[src/rtl/regfile_scoreboard.sv]
// 32-entry register file with two combinational read ports, one write port
// and a per-register busy scoreboard (issue sets, writeback clears).
// Optional build macro: REGFILE_BYPASS_EN forwards same-cycle write data
// and write-side busy clearing to the read ports.

// One bit of one read port: 32:1 selection across a bit column.
module regfile_bit_mux (
    input  logic [31:0] col,
    input  logic [4:0]  sel,
    output logic        bit_out
);
    assign bit_out = col[sel];
endmodule

module regfile_scoreboard #(
    parameter int DATA_WIDTH = 32,
    parameter int ZERO_REG   = 1
) (
    input  logic                  clock,
    input  logic                  ctrl_reset,
    input  logic                  ctrl_writeEnable,
    input  logic [4:0]            ctrl_writeReg,
    input  logic [DATA_WIDTH-1:0] data_writeReg,
    input  logic                  ctrl_issueEnable,
    input  logic [4:0]            ctrl_issueReg,
    input  logic [4:0]            ctrl_readRegA,
    input  logic [4:0]            ctrl_readRegB,
    output logic [DATA_WIDTH-1:0] data_readRegA,
    output logic [DATA_WIDTH-1:0] data_readRegB,
    output logic                  busy_readRegA,
    output logic                  busy_readRegB,
    output logic [5:0]            busy_count
);

    localparam logic ZR = (ZERO_REG != 0);

    logic [DATA_WIDTH-1:0]       regs [32];
    logic [31:0]                 busy;
    logic [31:0]                 busy_nxt;
    logic [DATA_WIDTH-1:0][31:0] cols;
    logic [DATA_WIDTH-1:0]       sel_a;
    logic [DATA_WIDTH-1:0]       sel_b;
    logic                        wr_ok;
    logic                        iss_ok;

    // r0 swallows writes and issues when it is hardwired to zero
    assign wr_ok  = ctrl_writeEnable && !(ZR && (ctrl_writeReg == 5'd0));
    assign iss_ok = ctrl_issueEnable && !(ZR && (ctrl_issueReg == 5'd0));

    function automatic logic [5:0] popcount32(input logic [31:0] v);
        logic [5:0] n;
        n = 6'd0;
        for (int i = 0; i < 32; i++) n = n + 6'(v[i]);
        return n;
    endfunction

    // Register storage: write port, cleared on reset
    always_ff @(posedge clock or posedge ctrl_reset) begin
        if (ctrl_reset) begin
            for (int r = 0; r < 32; r++) regs[r] <= '0;
        end else if (wr_ok) begin
            regs[ctrl_writeReg] <= data_writeReg;
        end
    end

    // Next busy vector: write clears, then issue sets so the newer producer wins
    always_comb begin
        busy_nxt = busy;
        if (wr_ok)  busy_nxt[ctrl_writeReg] = 1'b0;
        if (iss_ok) busy_nxt[ctrl_issueReg] = 1'b1;
        if (ZR)     busy_nxt[0] = 1'b0;
    end

    // Busy bits and their population count are updated together so they never disagree
    always_ff @(posedge clock or posedge ctrl_reset) begin
        if (ctrl_reset) begin
            busy       <= '0;
            busy_count <= '0;
        end else begin
            busy       <= busy_nxt;
            busy_count <= popcount32(busy_nxt);
        end
    end

    // Transpose storage into bit columns; r0 forced to zero when hardwired
    always_comb begin
        cols = '0;
        for (int b = 0; b < DATA_WIDTH; b++) begin
            for (int r = 0; r < 32; r++) begin
                cols[b][r] = (ZR && r == 0) ? 1'b0 : regs[r][b];
            end
        end
    end

    genvar gb;
    generate
        for (gb = 0; gb < DATA_WIDTH; gb++) begin : g_bit
            regfile_bit_mux u_mux_a (.col(cols[gb]), .sel(ctrl_readRegA), .bit_out(sel_a[gb]));
            regfile_bit_mux u_mux_b (.col(cols[gb]), .sel(ctrl_readRegB), .bit_out(sel_b[gb]));
        end
    endgenerate

`ifdef REGFILE_BYPASS_EN
    logic fwd_a;
    logic fwd_b;
    assign fwd_a = wr_ok && (ctrl_readRegA == ctrl_writeReg);
    assign fwd_b = wr_ok && (ctrl_readRegB == ctrl_writeReg);

    // Forward in-flight write data; a same-cycle issue to the register keeps its stored busy
    always_comb begin
        data_readRegA = fwd_a ? data_writeReg : sel_a;
        data_readRegB = fwd_b ? data_writeReg : sel_b;
        busy_readRegA = busy[ctrl_readRegA];
        busy_readRegB = busy[ctrl_readRegB];
        if (fwd_a && !(iss_ok && ctrl_issueReg == ctrl_readRegA)) busy_readRegA = 1'b0;
        if (fwd_b && !(iss_ok && ctrl_issueReg == ctrl_readRegB)) busy_readRegB = 1'b0;
    end
`else
    // Stored state only; a write becomes visible after its edge
    always_comb begin
        data_readRegA = sel_a;
        data_readRegB = sel_b;
        busy_readRegA = busy[ctrl_readRegA];
        busy_readRegB = busy[ctrl_readRegB];
    end
`endif

endmodule

[config.mk]
export PLATFORM = sky130hd
export DESIGN_NAME = regfile_scoreboard
export DESIGN_NICKNAME = d
export VERILOG_FILES = /design/src/rtl/regfile_scoreboard.sv
export SDC_FILE = /design/constraint.sdc
export NUM_CORES = 2
export LEC_CHECK = 0
export ABC_CLOCK_PERIOD_IN_PS = 42000
export BUFFER_PORTS_ARGS = -buffer_cell sky130_fd_sc_hd__buf_4
export CORE_MARGIN = 2
export CORE_UTILIZATION = 64
export DETAILED_ROUTE_END_ITERATION = 12
export PLACE_DENSITY = 0.9
export SETUP_SLACK_MARGIN = 0.2
export SYNTH_ARGS = -nofsm -noshare
export SYNTH_HDL_FRONTEND = slang
export SYNTH_SLANG_ARGS = --single-unit
[constraint.sdc]
create_clock -name clock -period 42 [get_ports clock]
set_input_delay 10.5 -clock clock [delete_from_list [all_inputs] [get_ports clock]]
set_output_delay 10.5 -clock clock [all_outputs]
set_load 0.01 [all_outputs]
==> flow_summary.toml <==
[detailed_routing]
wire_per_inst_microns = 33.89
via_per_inst = 7.623
drtPass1Iterations = 6
vias = 37980
drc = 0
drt_wl_total_mm = 168.9
first_iter_violations = 4676
ant_nets = 0

[power]
sw_frac_of_total = 0.3046
combPwrFrac = 0.291
p_per_area_mw_per_mm2 = 54.14
pwr-share-seq = 0.409
worst_ir_drop_vdd_mv = 0.1139
netSwitchingPower_uw = 1005
power.share.clock = 0.300
leakage_uw = 0.02711
intPower_uw = 2293

[floorplanning]
initial_core_util = 0.6483
die_h_microns = 301.1
ios = 128
die_w_microns = 301.1
coreArea_sq_mm = 0.08716
rows = 108
dieArea_sq_mm = 0.09068

[clock_tree]
cts_root_buf = "clkbuf_16"
clk_pin_slew_ns = 0.05
cts.path.max_buffers = 3
numCtsBuffers = 103
htreeDepth = 3
holdBufCountCts = 0
cts_resized = 0
post_cts_buffers = 0
cts_sinks = 1029
clk_latency_ns = 0.70
cts_tree = "done"

[global_route]
antenna_found_initial = 6
grt_pass1_wl_mm = 253.3
grt_max_degree = 174
grt_overflow_total = 0
grt_use_total = 0.3786
first_global_vias = 40290

[synth]
synth_fp_nets = 3994
synth_warnings = 0
syn_area_sq_mm = 0.05650
synth_edf_count = 0
avgSynthCellArea_sq_um = 14.46
synthFlopType = "dfrtp_1"
synth.ff_latch_count = 1029
ys_seq_area_frac = 0.4557
synthCells = 3908
ys_types = 40
postSynth.asyncResetShare = 1.000

[sta]
setup_viol = 0
finalCritPeriodShare = 0.6452
slew_violations = 0
hold_viol = 0
worst_pin_slew_ns = 1.362
fin_crit_ns = 27.10
rsz0062_at_grt = "no"
tns_ns = 0
skew_ns = 0.01181
max_slew_margin = 0.08444
maxClockFrequency_ghz = 0.03690

[critical_path]
r2r-start = "busy[16]$_DFF_PP0_"
critPathCaptureType = "output pin"
cp-start-kind = "primary input"
reg2reg_depth = 18
cp_data_arrival_time_ns = 16.60
critical_path_required_ns = 31.50
crit_end = "data_readRegA[20]"
timing.reg2reg.setup_slack_ns = 36.74
startpoint = "ctrl_readRegA[0]"
reg2reg_to = "busy_count[4]$_DFF_PP0_"
critPathMaxFanout = 78
crit_type = "in2out"

[cells_and_area]
final_util = 0.6989
final_nets = 3827
syn_to_final_growth_pct = 7.812
final_layout_size_suffix_gt1_frac = 0.4911
fin_area_sq_mm = 0.06092

[place]
place_hpwl_mm = 91.98
port_buffers = 127
placed_area_sq_mm = 0.05727
gp_congestion = 0.9107

[flow_run]
maxCapViolCount = 0

[outcome]
status = "complete, no violations"

[hold_path]
min_path_type = "reg2reg"
## cells in the mapped netlist (2+ instances only)
| cell | number | share of area |
|---|---|---|
| o21ai_1 | 64 | 0.0057 |
| a211oi_1 | 66 | 0.0088 |
| a22o_1 | 221 | 0.034 |
| nor2_1 | 11 | 0.00073 |
| inv_1 | 46 | 0.0031 |
| o21ai_0 | 6 | 0.00053 |
| and3_1 | 4 | 0.00044 |
| o22ai_1 | 66 | 0.0073 |
| nand2b_1 | 2 | 0.00022 |
| nor2b_1 | 8 | 0.00089 |
| o31ai_1 | 66 | 0.0088 |
| mux2i_1 | 202 | 0.036 |
| nand2_1 | 44 | 0.0029 |
| mux4_2 | 396 | 0.16 |
| buf_2 | 160 | 0.014 |
| clkbuf_1 | 197 | 0.013 |
| o21a_1 | 2 | 0.00027 |
| buf_4 | 87 | 0.012 |
| clkbuf_2 | 2 | 0.00018 |
| a22oi_1 | 16 | 0.0021 |
| and2_1 | 69 | 0.0076 |
| buf_6 | 15 | 0.0030 |
| buf_1 | 18 | 0.0012 |
| buf_8 | 2 | 0.00053 |
| nand3_1 | 3 | 0.00027 |
| and3b_1 | 4 | 0.00062 |
| nor3_1 | 2 | 0.00018 |
| ha_1 | 7 | 0.0015 |
| fa_1 | 23 | 0.0081 |
| nor3b_2 | 3 | 0.00066 |
| mux2_1 | 8 | 0.0016 |
| dfrtp_1 | 1029 | 0.46 |
| nor3b_1 | 5 | 0.00066 |
| mux2_2 | 1048 | 0.21 |
## worst max-delay path, stage by stage
cell	delay, ns
buf_8	0.63
buf_4	0.87
buf_4	0.86
buf_4	0.86
buf_4	0.84
mux4_2	0.38
mux2i_1	0.07
and2_1	0.17
o31ai_1	1.00
buf_4	0.28
## registers in the layout, summed over array words and instances, names as in the netlist
signal,cells
cols,992
busy,31
busy_count,6
## logic make-up (layout without fill, tap and decap cells)
group	after synthesis	after routing	synth area share
xor+xnor	2	2	0.0003101
flops	1029	1029	0.4557
fa+ha+maj	30	30	0.009699
mux	1654	1654	0.4041
compound gates	509	509	0.06791
buf+inv	527	445	0.04677
other cells	0	2	0
simple gates	157	157	0.01552
## per-stage QoR
step	cells	hold WS [ns]	total power, uW	worst slack, ns
finish	4983	0.5137	3298	14.90
global route	4981	0.5360	3444	14.62
CTS	4981	0.5088	3279	15.17
detailed placement	4791	0.4952	2281	15.18
global placement	4791	0.4893	2216	15.24
floorplan	3908	0.4697	2049	2.542
## cell usage in the layout, fill, tap and decap left out, types with 64 or more instances in the layout
master,count
a211oi_1,66
a22o_1,221
and2_1,67
buf_4,203
clkbuf_16,105
dfrtp_1,1029
mux2_2,1048
mux2i_1,202
mux4_2,396
o21ai_1,64
o22ai_1,66
o31ai_1,66
## how the worst min path moves through the flow
stage / startpoint / end / depth (start not counted)
6_report: cols[662]$_DFFE_PP0P_ / cols[662]$_DFFE_PP0P_ / 1
5_1_grt: cols[270]$_DFFE_PP0P_ / cols[270]$_DFFE_PP0P_ / 1
4_1_cts: cols[374]$_DFFE_PP0P_ / cols[374]$_DFFE_PP0P_ / 1
3_5_place_dp: cols[374]$_DFFE_PP0P_ / cols[374]$_DFFE_PP0P_ / 1
3_3_place_gp: cols[374]$_DFFE_PP0P_ / cols[374]$_DFFE_PP0P_ / 1
2_1_floorplan: cols[1014]$_DFFE_PP0P_ / cols[1014]$_DFFE_PP0P_ / 1
## layer usage
layer | GRT usage | share of wire | wire (microns) | up-vias
met2 | 0.5738 | 0.45 | 76290 | 2837
met1 | 0.4666 | 0.34 | 57350 | 19560
met5 | 0 | 0.00034 | 58 | -
li1 | - | - | - | 14620
met3 | 0.1307 | 0.13 | 21880 | 961
met4 | 0.2443 | 0.079 | 13280 | 8
## final cells by class
type / instances / area, sq um
Antenna cell: 2 / 5.005
Clock buffer: 149 / 3073
Clock inverter: 41 / 568.0
Fill cell: 5219 / 26240
Inverter: 46 / 180.2
Multi-Input combinational cell: 2352 / 28270
Sequential cell: 1029 / 25750
Tap cell: 1155 / 1445
Timing Repair Buffer: 209 / 1624
## power groups by stage
stage	registers (uW)	logic [uW]	clock network, uW
3_5_place_dp	1350	927	0
3_3_place_gp	1330	884	0
6_report	1350	958	990
5_1_grt	1370	1040	1030
2_1_floorplan	1310	740	0
4_1_cts	1340	947	989
No activity file was read; power rests on OpenSTA's default activity.
